$ cat src/rtl/rom_pkg.sv
// Shared types, defaults and helpers for the ROM read arbiter.
// Grant statistics (ROM_ARB_STATS_EN) use GNT_CNT_W and sat_inc from here.
package rom_pkg;
    localparam int ROM_ADDR_W = 3;
    localparam int ROM_DATA_W = 4;
    localparam int GNT_CNT_W  = 8;

    typedef logic [0:0] state_t;
    localparam state_t IDLE  = 1'b0;
    localparam state_t BURST = 1'b1;

    typedef logic req_id_t;

    function automatic logic [GNT_CNT_W-1:0] sat_inc(input logic [GNT_CNT_W-1:0] v);
        return (v == '1) ? v : v + 1'b1;
    endfunction
endpackage

$ cat src/rtl/rr_arb2.sv
// Two-way round-robin picker: combinational winner from the two requests and
// the previous winner; the caller owns the last-winner register.
module rr_arb2
    import rom_pkg::*;
(
    input  logic    i_req0,
    input  logic    i_req1,
    input  req_id_t i_last_winner,
    output req_id_t o_winner,
    output logic    o_any
);
    // On a tie the requester that did not win last time goes next.
    always_comb begin
        o_winner = 1'b0;
        if (i_req0 && i_req1) begin
            o_winner = ~i_last_winner;
        end else if (i_req1) begin
            o_winner = 1'b1;
        end
    end

    assign o_any = i_req0 | i_req1;
endmodule

$ cat src/rtl/rom_read_arbiter.sv
// Round-robin burst reader sharing one combinational ROM between two requesters.
// Define ROM_ARB_STATS_EN to add saturating per-requester grant counters.
module rom_read_arbiter
    import rom_pkg::*;
#(
    parameter int ADDR_W = ROM_ADDR_W,
    parameter int DATA_W = ROM_DATA_W
) (
    input  logic              clk,
    input  logic              rst,
    input  logic              req0,
    input  logic [ADDR_W-1:0] addr0,
    input  logic [ADDR_W-1:0] len0,
    input  logic              req1,
    input  logic [ADDR_W-1:0] addr1,
    input  logic [ADDR_W-1:0] len1,
    output logic              gnt0,
    output logic              gnt1,
    output logic [ADDR_W-1:0] rom_addr,
    input  logic [DATA_W-1:0] rom_data,
    output logic              rd_valid,
    output logic [DATA_W-1:0] rd_data,
    output logic              rd_id,
    output logic              rd_last,
`ifdef ROM_ARB_STATS_EN
    output logic [GNT_CNT_W-1:0] gnt_cnt0,
    output logic [GNT_CNT_W-1:0] gnt_cnt1,
`endif
    output logic              busy
);
    state_t            r_state;
    req_id_t           r_owner;
    req_id_t           r_last_winner;
    logic [ADDR_W-1:0] r_cur_addr;
    logic [ADDR_W-1:0] r_beats_left;
    logic              r_gnt0;
    logic              r_gnt1;
    logic              r_rd_valid;
    logic [DATA_W-1:0] r_rd_data;
    logic              r_rd_id;
    logic              r_rd_last;

    req_id_t w_winner;
    logic    w_any;
    logic    w_take;

    rr_arb2 u_arb (
        .i_req0        (req0),
        .i_req1        (req1),
        .i_last_winner (r_last_winner),
        .o_winner      (w_winner),
        .o_any         (w_any)
    );

    assign w_take = (r_state == IDLE) && w_any;

    always_ff @(posedge clk) begin
        if (rst) begin
            r_state       <= IDLE;
            r_owner       <= 1'b0;
            r_last_winner <= 1'b1;
            r_cur_addr    <= '0;
            r_beats_left  <= '0;
            r_gnt0        <= 1'b0;
            r_gnt1        <= 1'b0;
            r_rd_valid    <= 1'b0;
            r_rd_data     <= '0;
            r_rd_id       <= 1'b0;
            r_rd_last     <= 1'b0;
        end else begin
            r_gnt0     <= 1'b0;
            r_gnt1     <= 1'b0;
            r_rd_valid <= 1'b0;
            if (r_state == IDLE) begin
                if (w_take) begin
                    r_state       <= BURST;
                    r_owner       <= w_winner;
                    r_last_winner <= w_winner;
                    r_cur_addr    <= w_winner ? addr1 : addr0;
                    r_beats_left  <= w_winner ? len1 : len0;
                    r_gnt0        <= ~w_winner;
                    r_gnt1        <= w_winner;
                end
            end else begin
                // One beat per cycle; the address counter wraps at the ROM depth.
                r_rd_data    <= rom_data;
                r_rd_valid   <= 1'b1;
                r_rd_id      <= r_owner;
                r_rd_last    <= (r_beats_left == '0);
                r_cur_addr   <= r_cur_addr + 1'b1;
                r_beats_left <= r_beats_left - 1'b1;
                if (r_beats_left == '0) begin
                    r_state <= IDLE;
                end
            end
        end
    end

`ifdef ROM_ARB_STATS_EN
    logic [1:0] w_gnt_evt;
    assign w_gnt_evt[0] = w_take & ~w_winner;
    assign w_gnt_evt[1] = w_take & w_winner;

    generate
        for (genvar gi = 0; gi < 2; gi++) begin : g_cnt
            logic [GNT_CNT_W-1:0] r_cnt;
            always_ff @(posedge clk) begin
                if (rst) begin
                    r_cnt <= '0;
                end else if (w_gnt_evt[gi]) begin
                    r_cnt <= sat_inc(r_cnt);
                end
            end
        end
    endgenerate

    assign gnt_cnt0 = g_cnt[0].r_cnt;
    assign gnt_cnt1 = g_cnt[1].r_cnt;
`endif

    assign gnt0     = r_gnt0;
    assign gnt1     = r_gnt1;
    assign rom_addr = (r_state == BURST) ? r_cur_addr : '0;
    assign rd_valid = r_rd_valid;
    assign rd_data  = r_rd_data;
    assign rd_id    = r_rd_id;
    assign rd_last  = r_rd_last;
    assign busy     = (r_state == BURST);
endmodule

$ cat config.mk
export PLATFORM = sky130hd
export DESIGN_NAME = rom_read_arbiter
export DESIGN_NICKNAME = d
export VERILOG_FILES = /design/src/rtl/rom_pkg.sv /design/src/rtl/rr_arb2.sv /design/src/rtl/rom_read_arbiter.sv
export SDC_FILE = /design/constraint.sdc
export NUM_CORES = 1
export LEC_CHECK = 0
export ABC_CLOCK_PERIOD_IN_PS = 4190
export CORE_MARGIN = 3
export CORE_UTILIZATION = 48
export CTS_BUF_LIST = sky130_fd_sc_hd__clkbuf_4 sky130_fd_sc_hd__clkbuf_8
export DETAILED_ROUTE_END_ITERATION = 12
export GPL_ROUTABILITY_DRIVEN = 0
export PLACE_DENSITY_LB_ADDON = 0.25
export SLEW_MARGIN = 5
export SYNTH_ARGS = -nofsm -noshare
export SYNTH_HDL_FRONTEND = slang
export SYNTH_SLANG_ARGS = --single-unit
$ cat constraint.sdc
create_clock -name clk -period 4.19 [get_ports clk]
set_clock_uncertainty 0.15 [all_clocks]
set_input_delay 0.419 -clock clk [delete_from_list [all_inputs] [get_ports clk]]
set_output_delay 0.419 -clock clk [all_outputs]
set_load 0.005 [all_outputs]
==> results of run 1 <==
final timing paths:
| path | slack [ns] | end |
|---|---|---|
| setup / recovery | 1.71 | rom_addr[0] |
| hold / removal | 0.32 | rd_last |
| setup reg to reg | 2.24 | r_cur_addr[1] |
| hold reg to reg | 0.32 | rd_last |
flip-flops by register name, indices dropped and copies added (netlist names):
name,count
busy,1
rd_id,1
gnt0,1
r_owner,1
rd_last,1
r_beats_left,3
rd_valid,1
gnt1,1
r_cur_addr,3
rd_data,4
r_last_winner,1
per-stage QoR:
step | std cells | util, %
after floorplan | 91 | -
after global placement | 141 | 73.8
after detailed placement | 141 | 73.8
after CTS | 144 | 75.2
after global routing | 144 | 75.2
final | 144 | 75.2
kinds of logic after synthesis:
logic type,count (synthesis)
adders and majority gates,3
DFF,18
muxes,11
xor gates and xnor gates,1
and+or+nand+nor,30
AOI/OAI and AO/OA,19
buffers and inverters,9
cell usage in the layout, fill, tap and decap left out, types with 2 or more instances in the layout:
cell | synthesis | final
and2_1 | 3 | 3
o21bai_1 | 2 | 2
and3_1 | 2 | 2
a21oi_1 | 6 | 6
ha_1 | 3 | 3
mux2i_1 | 11 | 11
inv_1 | 3 | 3
nor3_1 | 4 | 4
o31ai_1 | 2 | 2
clkdlybuf4s50_1 | 0 | 32
dfxtp_1 | 18 | 18
nand2_1 | 2 | 2
clkbuf_4 | 0 | 3
nor2_1 | 14 | 14
a2111oi_2 | 3 | 3
layer usage:
layer	share of wire (%)	vias up	global-route usage, %
li1	-	380	-
met1	41	347	19.6
met2	50	28	29.4
met3	6.3	5	3.68
met4	2.5	0	11.8
met5	0	-	0
layout make-up:
type	instances	area (um^2)	share of cell area, %
Clock buffer	3	22.5	1.86
Inverter	3	11.3	0.929
Multi-Input combinational cell	64	468	38.6
Sequential cell	18	360	29.7
Tap cell	24	30.0	2.48
Timing Repair Buffer	32	320	26.4
worst max-delay path, stage by stage, from the launching register on:
cell and delay [ns]:
dfxtp_1 0.84, and2_1 0.26, clkdlybuf4s50_1 0.51
power by group:
group | switching [W] | internal, W
Clock | 0.0000513 | 0.0000335
Sequential | 0.0000163 | 0.000188
Combinational | 0.0000413 | 0.0000612
==> flow_summary.toml, run 1 <==
[global_routing]
grt_pass1_vias = 752
grt_start_max_net_pins = 24
grt_pass1_wl_um = 3220
track_usage_pct = 17.5
grt_antenna_before_repair = 0
grt_overflow = 0

[clock_network]
cts_tree = "done"
h-tree-depth = 1
path_clk_slew_ns = 0.10
cts_root_buf = "clkbuf_4"
post-cts-setup-buffers = 0
clk_latency_ns = 0.30
clock_path_buffers = 2
cts_buffers = 3
post_cts_resized = 0
hold_buffers = 0
cts.sinks = 18

[place]
place_ws_ns = 1.88
portBuffers = 32
placed_area_mm2 = 0.00119
place_hpwl_um = 1400

[yosys]
synth_fp_nets = 114
synth-adder-area-share_pct = 4.30
yosys.cell_types.count = 28
synth-edff-count = 0
synth_top_family_by_area = "compound AO/OA/AOI/OAI gates"
synth_top_cell_by_area = "dfxtp_1"
avgSynthCellArea_um2 = 9.58
ys.flop_type = "dfxtp_1"
synth_cells = 91
synth_sequential_area_ratio_pct = 41.3
synth_common_cells = "dfxtp_1, nor2_1, mux2i_1, a21oi_1, nor3_1"
yosysWarnings = 0
yosys.area_share.simple_pct = 17.8
async_flop_share_pct = 0
yosys.area.top_type_share_pct = 41.3
synth-compound-area-share_pct = 17.9
synthMuxAreaShare_pct = 12.6
synthXorXnorAreaFrac_pct = 1.00
synth_area_leaders = "dfxtp_1, mux2i_1, nor2_1"
ys_seq_elements = 18
yosysMostFrequentCell = "dfxtp_1"
synthesis.area_um2 = 872

[worst_setup_path]
r2r_cells = 3
crit_fanout = 23
worstPathArrival_ns = 1.91
r2r-start = "busy"
worstPathRequired_ns = 3.62
path_class = "flop to output port"
cp-start-kind = "flop"
crit_start = "busy"
endpoint_kind = "output port"

[floorplanning]
io_pins = 33
die_height_um = 48.6
start_util_pct = 54.1
rows = 14
die_w_um = 48.6
die_area_mm2 = 0.00236
core_mm2 = 0.00161

[cells_and_area]
drive_gt1_share_pct = 7.50
area_growth_pct = 39.0
num_antenna_cells = 0
fillers = 142
nets = 145
fin_area_mm2 = 0.00121

[route]
first_iter_violations = 7
drc_errors = 0
postRouteAntennaNets = 0
avgRoutedWirePerCell_um = 13.1
viasPerCell = 5.28
drtPass1Iterations = 4
drt-total-wl_um = 1890
vias = 760

[timing]
setup_tns_ns = 0
period_minus_slack_ns = 2.48
fin_ws_ns = 1.71
rsz0062_at_grt = "no"
finalHoldViolations = 0
slew-limit-headroom_pct = 48.4
setup_violations = 0
holdWs_ns = 0.321
tightest_slew_ns = 0.773
fin_crit_sh_pct = 59.1
fmax_mhz = 404
drv_slew = 0

[min_path]
hp-class = "flop to flop"
holdPathStages = 2
hp-start = "rd_last"

[pwr]
p_leak_nw = 0.482
p_per_area_mw_per_mm2 = 323
ir_drop_mv = 0.241
fin_total_pwr_w = 0.000391

[outcome]
outcome = "complete, no violations"

[flow_run]
drv_cap = 0
(Power assumes the default switching activity.)
==> inputs of run 2 (changes only) <==
--- a/config.mk
+++ b/config.mk
@@ -5,9 +5,10 @@
 export SDC_FILE = /design/constraint.sdc
 export NUM_CORES = 1
 export LEC_CHECK = 0
-export ABC_CLOCK_PERIOD_IN_PS = 4190
+export ABC_CLOCK_PERIOD_IN_PS = 2100
+export CORE_ASPECT_RATIO = 0.7
 export CORE_MARGIN = 3
-export CORE_UTILIZATION = 48
+export CORE_UTILIZATION = 40
 export CTS_BUF_LIST = sky130_fd_sc_hd__clkbuf_4 sky130_fd_sc_hd__clkbuf_8
 export DETAILED_ROUTE_END_ITERATION = 12
 export GPL_ROUTABILITY_DRIVEN = 0
==> constraint.sdc (replaced) <==
create_clock -name clk -period 2.1 [get_ports clk]
set_clock_uncertainty 0.15 [all_clocks]
set_input_delay 0.21 -clock clk [delete_from_list [all_inputs] [get_ports clk]]
set_output_delay 0.21 -clock clk [all_outputs]
set_load 0.005 [all_outputs]
==> run 2 against run 1 <==
Net effect: cell count is 2.8% higher; non-clock buffer count rose by 5; first-iteration DRC count grew to 5.1 times the previous value; sequential share of layout area down 1.2 points; power up 110%; wire length is 3.3% higher; sequential power is 96% higher; global-route usage down 1.2 points; utilization shrank 11 points; critical path depth stayed put; critical endpoint unchanged; die area is 18% higher; setup slack worse by 1.5 ns; critical path type unchanged.
==> flow_summary.toml, run 2 (synthesis gave the netlist of run 1 again) <==
[pwr]
p_per_area_mw_per_mm2 = 661
clkPwrFrac_pct = 25.5
p_comb_share_pct = 26.5
swShare_pct = 26.8
p_sw_w = 0.000224
power.internal_w = 0.000610
seq_power_share_pct = 48.0
p_leak_nw = 0.514
ir_drop_mv = 0.412

[cells_and_area]
ff_latch_area_um2 = 360
nets = 150
area_growth_pct = 44.6
multi_input_area_um2 = 468
num_antenna_cells = 0
fin_area_mm2 = 0.00126
drive_gt1_share_pct = 11.9
fillers = 169
final_cell_mix = "clkdlybuf4s50_1, dfxtp_1, nor2_1"
final_common_cell = "clkdlybuf4s50_1"
largest_register_ffs = 4

[timing]
rsz0062_at_grt = "no"
tightest_slew_ns = 0.327
setup_tns_ns = 0
drv_slew = 0
finalHoldViolations = 0
period_minus_slack_ns = 1.92
setup_violations = 0
slew-limit-headroom_pct = 78.2
fmax_mhz = 521
fin_crit_sh_pct = 91.4

[worst_setup_path]
path_class = "flop to output port"
worstPathArrival_ns = 1.56
worstPathRequired_ns = 1.74
cp-start-kind = "flop"
crit_fanout = 10
endpoint_kind = "output port"

[route]
viasPerCell = 5.16
postRouteAntennaNets = 0
first_iter_violations = 36
drtPass1Iterations = 4
vias = 763
avgRoutedWirePerCell_um = 13.2
drt-total-wl_um = 1950
drc_errors = 0

[floorplanning]
io_pins = 33
rows = 13
die_area_mm2 = 0.00279
core_mm2 = 0.00195
die_w_um = 61.8
die_height_um = 45.1
start_util_pct = 44.7

[min_path]
hp-class = "flop to flop"

[clock_network]
clk_latency_ns = 0.30
clock_path_buffers = 2
path_clk_slew_ns = 0.09
post_cts_resized = 0
hold_buffers = 0
cts_buffers = 3
cts_root_buf = "clkbuf_4"
h-tree-depth = 1
post-cts-setup-buffers = 0
cts_tree = "done"
cts.sinks = 18

[global_routing]
grt_antenna_before_repair = 0
grt_start_max_net_pins = 15
grt_overflow = 0
track_usage_pct = 16.3
grt_pass1_vias = 764
grt_pass1_wl_um = 3210

[place]
placed_area_mm2 = 0.00122
portBuffers = 32
place_hpwl_um = 1500

[outcome]
outcome = "complete, no violations"

[flow_run]
drv_cap = 0
## run 2: cell types whose count changed in the layout (fill, tap and decap cells not counted)
cell      delta
clkbuf_8     +1
buf_4        +5
## run 2: worst paths after layout
check                  endpoint  startpoint  slack [ns]  depth (start not counted)
setup / recovery    rom_addr[0]        busy        0.18                          2
hold reg to reg         rd_last     rd_last        0.32                          2
hold / removal          rd_last     rd_last        0.32                          2
setup reg to reg  r_cur_addr[1]        busy        0.44                          4
## run 2: area by class of cell
type,count,share of cell area [%]
inverters,3,0.893
multi-input cells,64,37.1
repair buffers,37,28.4
flip-flops and latches,18,28.6
clock buffers,4,2.88
well taps,22,2.18
## run 2: metrics by stage
stage	util (%)	std cells	hold slack [ns]	power, W	setup slack (ns)
6_report	64.6	148	0.320	0.000834	0.181
5_1_grt	64.6	148	0.356	0.000879	0.0469
4_1_cts	64.6	148	0.320	0.000844	0.146
3_5_place_dp	62.8	144	0.306	0.000629	0.216
3_3_place_gp	62.8	144	0.302	0.000623	0.264
2_1_floorplan	-	91	0.207	0.000526	0.733
## run 2: worst max-delay path, stage by stage (launching register included)
cell             delay, ns
dfxtp_1               0.52
and2_1                0.23
clkdlybuf4s50_1       0.51
## run 2: layer usage
layer	GRT usage (%)	up-vias	part of all wire [%]
met2	25.3	28	48
met5	0	-	0
met1	19.9	338	43
met4	8.05	0	2.5
li1	-	391	-
met3	6.00	6	6.6
## run 2: power groups by stage
stage / combinational, W / clock [W] / sequential, W
4_1_cts: 0.000223 / 0.000221 / 0.000400
5_1_grt: 0.000246 / 0.000228 / 0.000405
3_3_place_gp: 0.000217 / 0 / 0.000406
3_5_place_dp: 0.000222 / 0 / 0.000408
2_1_floorplan: 0.000125 / 0 / 0.000401
6_report: 0.000221 / 0.000213 / 0.000400
